`src/rtl/vga_rect_writer_pkg.sv`:
```
// rtl/vga_rect_writer_pkg.sv - shared states, geometry defaults and widths for the rectangle filler
package vga_rect_writer_pkg;

  typedef enum logic [1:0] {
    IDLE  = 2'd0,
    PREP  = 2'd1,
    WRITE = 2'd2,
    FIN   = 2'd3
  } state_t;

  localparam int HSIZE_DEF = 320;
  localparam int VSIZE_DEF = 240;
  localparam int COLOR_W   = 12;
  localparam int COORD_W   = 10;

endpackage

```
`src/rtl/vga_rect_writer_scan.sv`:
```
// rtl/vga_rect_writer_scan.sv - raster x/y counter (module vga_rect_scan) with last-pixel flag
module vga_rect_scan
  import vga_rect_writer_pkg::*;
(
  input  logic               rclk,
  input  logic               rst,
  input  logic               load,
  input  logic               step,
  input  logic [COORD_W-1:0] ld_x,
  input  logic [COORD_W-1:0] ld_y,
  input  logic [COORD_W-1:0] x0,
  input  logic [COORD_W-1:0] x1,
  input  logic [COORD_W-1:0] y1,
  output logic [COORD_W-1:0] haddr,
  output logic [COORD_W-1:0] vaddr,
  output logic               last
);

  assign last = (haddr == x1) && (vaddr == y1);

  // The owner never steps past the last pixel, so y cannot run beyond y1.
  always_ff @(posedge rclk or negedge rst) begin
    if (!rst) begin
      haddr <= '0;
      vaddr <= '0;
    end else if (load) begin
      haddr <= ld_x;
      vaddr <= ld_y;
    end else if (step) begin
      if (haddr == x1) begin
        haddr <= x0;
        vaddr <= vaddr + 1'b1;
      end else begin
        haddr <= haddr + 1'b1;
      end
    end
  end

endmodule

```
`src/rtl/vga_rect_writer.sv`:
```
// rtl/vga_rect_writer.sv - solid rectangle framebuffer filler with one-cycle address lead
// Optional clipping to HSIZE x VSIZE is enabled by defining VGA_RECT_CLIP_EN.
module vga_rect_writer
  import vga_rect_writer_pkg::*;
#(
  parameter int HSIZE = HSIZE_DEF,
  parameter int VSIZE = VSIZE_DEF
) (
  input  logic               rclk,
  input  logic               rst,
  input  logic               cmd_valid,
  output logic               cmd_ready,
  input  logic [COORD_W-1:0] cmd_x0,
  input  logic [COORD_W-1:0] cmd_y0,
  input  logic [COORD_W-1:0] cmd_x1,
  input  logic [COORD_W-1:0] cmd_y1,
  input  logic [COLOR_W-1:0] cmd_color,
  input  logic               abort,
  output logic               we,
  output logic [COORD_W-1:0] haddr,
  output logic [COORD_W-1:0] vaddr,
  output logic [COLOR_W-1:0] wdata,
  output logic               busy,
  output logic               done
);

  state_t             state, state_nxt;
  logic [COORD_W-1:0] x0_q, x1_q, y1_q;
  logic [COLOR_W-1:0] color_q;
  logic [COORD_W-1:0] x1_eff, y1_eff;
  logic               wr_last, wr_last_nxt;
  logic               accept, empty, load, step, scan_last;

  assign accept = (state == IDLE) && cmd_ready && cmd_valid;

`ifdef VGA_RECT_CLIP_EN
  localparam logic [COORD_W-1:0] X_MAX = COORD_W'(HSIZE - 1);
  localparam logic [COORD_W-1:0] Y_MAX = COORD_W'(VSIZE - 1);

  // Clamped far corner already bounds the origin: x0 >= HSIZE implies x0 > x1_eff.
  always_comb begin
    x1_eff = (cmd_x1 > X_MAX) ? X_MAX : cmd_x1;
    y1_eff = (cmd_y1 > Y_MAX) ? Y_MAX : cmd_y1;
    empty  = (cmd_x0 > x1_eff) || (cmd_y0 > y1_eff);
  end
`else
  always_comb begin
    x1_eff = cmd_x1;
    y1_eff = cmd_y1;
    empty  = (cmd_x0 > x1_eff) || (cmd_y0 > y1_eff);
  end
`endif

  // wr_last flags that the pixel being written this cycle is the final one.
  always_comb begin
    state_nxt   = state;
    wr_last_nxt = wr_last;
    load        = 1'b0;
    step        = 1'b0;
    case (state)
      IDLE: begin
        if (accept) begin
          load      = !empty;
          state_nxt = empty ? FIN : PREP;
        end
      end
      PREP: begin
        if (abort) begin
          state_nxt = FIN;
        end else begin
          state_nxt   = WRITE;
          wr_last_nxt = scan_last;
          step        = !scan_last;
        end
      end
      WRITE: begin
        if (abort || wr_last) begin
          state_nxt = FIN;
        end else begin
          wr_last_nxt = scan_last;
          step        = !scan_last;
        end
      end
      FIN:     state_nxt = IDLE;
      default: state_nxt = IDLE;
    endcase
  end

  always_ff @(posedge rclk or negedge rst) begin
    if (!rst) begin
      state     <= IDLE;
      cmd_ready <= 1'b0;
      wr_last   <= 1'b0;
      x0_q      <= '0;
      x1_q      <= '0;
      y1_q      <= '0;
      color_q   <= '0;
    end else begin
      state     <= state_nxt;
      cmd_ready <= (state_nxt == IDLE);
      wr_last   <= wr_last_nxt;
      if (accept) begin
        x0_q    <= cmd_x0;
        x1_q    <= x1_eff;
        y1_q    <= y1_eff;
        color_q <= cmd_color;
      end
    end
  end

  vga_rect_scan u_scan (
    .rclk  (rclk),
    .rst   (rst),
    .load  (load),
    .step  (step),
    .ld_x  (cmd_x0),
    .ld_y  (cmd_y0),
    .x0    (x0_q),
    .x1    (x1_q),
    .y1    (y1_q),
    .haddr (haddr),
    .vaddr (vaddr),
    .last  (scan_last)
  );

  assign we    = (state == WRITE);
  assign done  = (state == FIN);
  assign busy  = (state != IDLE);
  assign wdata = color_q;

endmodule

```
`config.mk`:
```
export PLATFORM = sky130hd
export DESIGN_NAME = vga_rect_writer
export DESIGN_NICKNAME = d
export VERILOG_FILES = /design/src/rtl/vga_rect_writer_pkg.sv /design/src/rtl/vga_rect_writer_scan.sv /design/src/rtl/vga_rect_writer.sv
export SDC_FILE = /design/constraint.sdc
export NUM_CORES = 1
export LEC_CHECK = 0
export ABC_AREA = 1
export BUFFER_PORTS_ARGS = -buffer_cell sky130_fd_sc_hd__buf_2
export CAP_MARGIN = 40
export CORE_UTILIZATION = 45
export CTS_BUF_LIST = sky130_fd_sc_hd__clkbuf_8
export CTS_CLUSTER_SIZE = 24
export DETAILED_ROUTE_END_ITERATION = 8
export GPL_TIMING_DRIVEN = 0
export PLACE_DENSITY = 0.71
export SYNTH_ARGS = -nofsm -noshare
export SYNTH_HDL_FRONTEND = slang
export SYNTH_SLANG_ARGS = --single-unit
export TNS_END_PERCENT = 100
```
`constraint.sdc`:
```
create_clock -name rclk -period 1.95 [get_ports rclk]
set_clock_uncertainty 0.2 [all_clocks]
set_input_delay 0.0975 -clock rclk [delete_from_list [all_inputs] [get_ports rclk]]
set_output_delay 0.0975 -clock rclk [all_outputs]
set_load 0.05 [all_outputs]
```
# Yosys cells after proc, flatten, opt, wreduce, memory -nomap -nowiden
# Cells that the tools add are included.
[totals] inputBits=56 out_inout_bits=36 elab_cells=54 register_bits=66
[classes] n_mux=19 n_addsub=2 reduce_logical=15 eq_ne=7 order_cmp=2
[ops] cell="2-to-1 mux 10 bit" count=6
[ops] cell="adder 10 x 1 -> 10 bit, second input constant" count=2
[ops] cell="== test 10 bit" count=2
[ops] cell="greater-than comparator 10 bit" count=2
[ops] cell="one-hot mux 2 bit (4 select lines)" count=1
[ops] cell="nonzero test 2 bit" count=4
[ops] cell="2-to-1 mux 1 bit" count=7
[ops] cell="2-to-1 mux 2 bit" count=3
[ops] cell="== test 2 bit, second input constant" count=2
[ops] cell="zero test 2 bit" count=2
[ops] cell="!= test 2 bit, second input constant" count=2
[ops] cell="one-hot mux 1 bit (2 select lines)" count=2
[ops] cell="logical AND 1 bit" count=3
[ops] cell="AND reduction 3 bit" count=1
[ops] cell="== test 2 x 1 -> 1 bit, second input constant" count=1
[ops] cell="zero test 1 bit" count=2
[ops] cell="logical OR 1 bit" count=2
[ops] cell="AND reduction 2 bit" count=1

# Longest topological paths before layout
[logic_depth] depth_word=7 mapped_depth=15 ltp_nobuf=14

# Modules after synthesis
# A second synthesis with hierarchy kept.
[hier_totals] cells_unflattened=573 area_unflattened_um2=4216.5
[by_module_without_submodules] mod="vga_rect_writer" instances=1 seq_area_each_um2=1151.1 area_each_um2=2388.5 cells_each=291
[by_module_without_submodules] mod="vga_rect_scan" instances=1 seq_area_each_um2=500.5 area_each_um2=1828.0 cells_each=282

# Least setup slack after synthesis
# Ideal clock, no wire load.
[synth_timing] path_type="flip-flop to flip-flop" start="register state[0]" end="register u_scan.vaddr[3]" path_slack_ps=-209 setup_time_ps=118 arrival_ps=1840 path_stages_with_launch=10 period_less_slack_ps=2159 n_path_buf=0 t_required_ps=1632 path_cell_list="dfrtp_1 -> inv_1 -> ha_1 -> nand2_1 -> a21oi_4 -> nand3_4 -> nand2_4 -> inv_4 -> nand2_1 -> nand2_1"
[synth_between] word_cells_on_any_way=12 classes_between="eq/ne (2); mux (4); reduce/logical (6)"
[synth_lines] item="start: declaration" line_no="vga_rect_writer.sv:27" source="state_t state, state_nxt;"
[synth_lines] item="start signal: assignment" line_no="vga_rect_writer.sv:99" source="state <= state_nxt;"
[synth_lines] item="== test 2 bit"
[synth_lines] item="via we" line_no="vga_rect_writer.sv:19" source="output logic we,"
[synth_lines] item="one-hot mux 1 bit (2 select lines)" line_no="vga_rect_writer.sv:60" source="case (state)"
[synth_lines] item="nonzero test 2 bit (no source line)"
[synth_lines] item="AND reduction 2 bit (no source line)"
[synth_lines] item="end signal: assignment" line_no="vga_rect_writer_scan.sv:28" source="vaddr <= ld_y;"
[synth_lines] item="end signal: assignment" line_no="vga_rect_writer_scan.sv:32" source="vaddr <= vaddr + 1'b1;"
[synth_lines] item="end: declaration" line_no="vga_rect_writer_scan.sv:15" source="output logic [COORD_W-1:0] vaddr,"
# The timed path passes the listed nets, and every way through them passes these cells.
# A chain may end at the register's enable or synchronous reset.

# Worst setup path after layout
[layout_timing] start="register u_scan.haddr[4]" end="register u_scan.vaddr[5]"
[layout_between] elab_chain_len=7 word_cells_on_any_way=9 classes_between="eq/ne (1); mux (3); reduce/logical (5)"
[layout_lines] item="start: declaration" line_no="vga_rect_writer_scan.sv:14" source="output logic [COORD_W-1:0] haddr,"
[layout_lines] item="start signal: assignment" line_no="vga_rect_writer_scan.sv:27" source="haddr <= ld_x;"
[layout_lines] item="start signal: assignment" line_no="vga_rect_writer_scan.sv:34" source="haddr <= haddr + 1'b1;"
[layout_lines] item="== test 10 bit (*)" line_no="vga_rect_writer_scan.sv:19, vga_rect_writer_scan.sv:30"
[layout_lines] item="logical AND 1 bit" line_no="vga_rect_writer_scan.sv:19" source="assign last = (haddr == x1) && (vaddr == y1);"
[layout_lines] item="zero test 1 bit" line_no="vga_rect_writer.sv:73, vga_rect_writer.sv:81"
[layout_lines] item="2-to-1 mux 1 bit, on equally long branches" line_no="vga_rect_writer.sv:77, vga_rect_writer.sv:68"
[layout_lines] item="one-hot mux 1 bit (2 select lines)" line_no="vga_rect_writer.sv:60"
[layout_lines] item="nonzero test 2 bit (no source line)"
[layout_lines] item="AND reduction 2 bit (no source line) (*)"
# Every way passes the cells marked *; elsewhere a longest branch is shown, timed or not.

==> qor.txt <==
Fraction of the yosys area taken by sequential cells = 0.384
RSZ-0062 raised after global routing = true
Crit path max fanout = 6
Cell area after synthesis = 4300 um^2
Yosys cell types = 35
Syn Inst Count = 598
Final core utilization = 0.660
Ys async rst share = 1.00
Critical path capture point = u_scan.vaddr[5]
Final net count = 857
Total core area = 9240 um^2
Final Max Tran Viols = 0
Final worst slack = -0.0240 ns
Crit path from = u_scan.haddr[4]
Syn_area_per_cell = 7.20 um^2
DIE WIDTH = 99.8 um
Port Buffers = 91
GPL Wtd Cong = 0.889
Met2 usage = 0.439
Dominant synthesized flop cell = dfrtp_1
Crit path kind = flip-flop to flip-flop
Pin count of the biggest net entering global routing = 67
Die Y-Extent = 99.8 um
Grt met1 use = 0.348
Period Utilization, post-route = 1.01
# fillers = 754
Type of origin of the critical path = flip-flop
Vias = 4,630
Row cnt = 35
GR peak layer = met2
Pre-antenna DRT Iters = 5
Total grt overflow = 0
Initial antenna violation count = 0
Clock root buffer = clkbuf_8
Leakage = 3.35 nW
Met3 global-route usage = 0.0383
Worst Reg-to-Reg Cells = 9
Final min period = 1.97 ns
Detail Route Antenna Nets = 0
FF+latch count, synth = 66
Drt drc = 0
Critical path arrival = 2.02 ns
Ys Warns = 0
Hold Slack = -0.0165 ns
VDD IR max = 918 uV
Max_slew headroom = 0.435
Failing checks = hold timing, setup timing
Final Hold Viols = 1
Crit Reg-Reg Startpoint = u_scan.haddr[4]
Die area = 9960 um^2
Number of global-route vias before repair = 4,435
R2R Setup Slk = -0.02 ns
Htree depth = 3
Routed length per placed instance = 14.5 um
WL final = 13,200 um
Area of placed instances = 4950 um^2
Initial core utilization = 0.466
Reg2reg end = u_scan.vaddr[5]
Final total power = 8.29 mW
Clock buffer depth = 2
Hold Crit Class = primary input to flip-flop
Worst-path clk slew = 0.08 ns
First-pass GRT wire length = 20,600 um
PwrDens = 1360 nW/um^2
DRT iter0 DRCs = 372
IO Pins = 92
Fraction of layout cells with a size suffix above 1 = 0.281
Worst-Skew Late Latency = 0.35 ns
Outcome = finished with violations
Syn Nets = 681
Setup violations, final = 4
Total GRT Usage = 0.262
Critical path capture point type = flip-flop
Antenna cells = 0
Vias/cell = 5.10
F_max = 0.507 GHz
Design area = 6100 um^2
Max cap viols = 0
Worst-Margin Slew = 0.847 ns
Worst EP required = 1.99 ns
Worst Hold Depth = 3
Detailed Place HPWL = 8520 um
Clk sinks = 66
Post-synth EDFFs = 0
Synth-to-Final Area Change = 41.8%
TritonCTS Buffers = 9
CTS tree = yes
[cells by family (layout without fill, tap and decap cells)]
group / count (synthesis) / after routing / synth area share
AO/OA/AOI/OAI: 39 / 39 / 0.0506
buffers and inverters: 96 / 276 / 0.0913
adder cells (fa/ha/maj): 27 / 27 / 0.0785
flip-flops: 66 / 66 / 0.384
XOR/XNOR: 23 / 23 / 0.0468
AND/OR/NAND/NOR: 347 / 348 / 0.349
[synthesized netlist by cell type (all sizes together), types with 2 or more instances]
cell type | number | share of area
a21oi | 7 | 0.011
buf | 14 | 0.019
clkbuf | 7 | 0.0061
dfrtp | 66 | 0.38
ha | 27 | 0.079
inv | 75 | 0.066
nand2 | 245 | 0.22
nand3 | 50 | 0.062
nand4 | 16 | 0.023
nor2 | 31 | 0.033
o21ai | 28 | 0.033
or2 | 2 | 0.0029
xnor2 | 9 | 0.018
xor2 | 14 | 0.028
[what timing repair did]
| item | in CTS | in global routing |
|---|---|---|
| gates cloned | 1 | 2 |
| setup buffers | 6 | 14 |
| hold endpoints to repair | 130 | 0 |
| setup endpoints to repair | 46 | 32 |
| gates resized for setup | 15 | 49 |
| pin swaps | 4 | 20 |
| hold buffers | 54 | 0 |
[registers in the layout, indices dropped and copies added, names as in the netlist]
signal / flops
wdata: 12
wr_last: 1
x0_q: 10
y1_q: 10
cmd_ready: 1
state: 2
x1_q: 10
u_scan.haddr: 10
u_scan.vaddr: 10
[worst max-delay path, stage by stage (launching register included)]
cell      delay, ns
dfrtp_1        0.48
xor2_1         0.19
nor2_2         0.23
nand2_4        0.10
nor2_8         0.13
nand3_4        0.14
nand2_8        0.17
clkinv_8       0.08
nand2_1        0.07
nand2_1        0.06
[worst min-delay path by stage]
stage / startpoint / endpoint / slack, ns
after global routing: cmd_x0[0] / u_scan.haddr[0] / 0.03
after CTS: cmd_valid / state[1] / 0.08
after floorplan: rst / cmd_ready / -0.40
after detailed placement: rst / y1_q[5] / 0.06
final: cmd_x0[0] / u_scan.haddr[0] / -0.02
after global placement: cmd_color[8] / wdata[8] / 0.09
[routing by layer]
metal  up-vias  part of all wire
met5         -                 0
met1      2178              0.42
li1       2220                 -
met2       196              0.49
met4         0             0.024
met3        36             0.066
[placed cells by master, fill, tap and decap left out, types with 4 or more instances in the layout]
cell           count
nand2_2           14
xnor2_1            7
o21ai_0           27
inv_1             65
nand3_1           38
nand4_1           16
nand3_2            9
a21oi_1            6
buf_2             95
nor2_2             7
clkbuf_1           4
clkbuf_8           9
dfrtp_2           17
dlygate4sd3_1     53
dfrtp_1           49
nand2_1          227
buf_4             22
inv_2              7
ha_1              23
xor2_1            14
nor2_1            22
[power by group]
part	leakage (nW)	internal (mW)	switching [mW]
Clock	0.100	0.601	0.589
Sequential	0.816	1.98	0.613
Combinational	2.44	1.57	2.94
Total	3.35	4.15	4.14
[through the flow]
stage / setup slack, ns / setup TNS [ns] / cells
global route: -0.101 / -1.23 / 908
CTS: 0.00375 / 0 / 895
global placement: -0.365 / -10.41 / 818
floorplan: 0.00485 / 0 / 598
detailed placement: -0.418 / -13.19 / 818
finish: -0.0240 / -0.0521 / 908
[area by class of cell]
cell class	count	area (um^2)	area share
inverter	75	302	0.0494
clock buffer	9	124	0.0203
timing repair buffer	165	1190	0.195
multi-input combinational	437	2450	0.401
timing repair inverter	1	11.3	0.00185
tap	129	161	0.0265
clock inverter	7	77.6	0.0127
buffer	19	116	0.0191
sequential	66	1670	0.274
No activity file was read; power rests on OpenSTA's default activity.
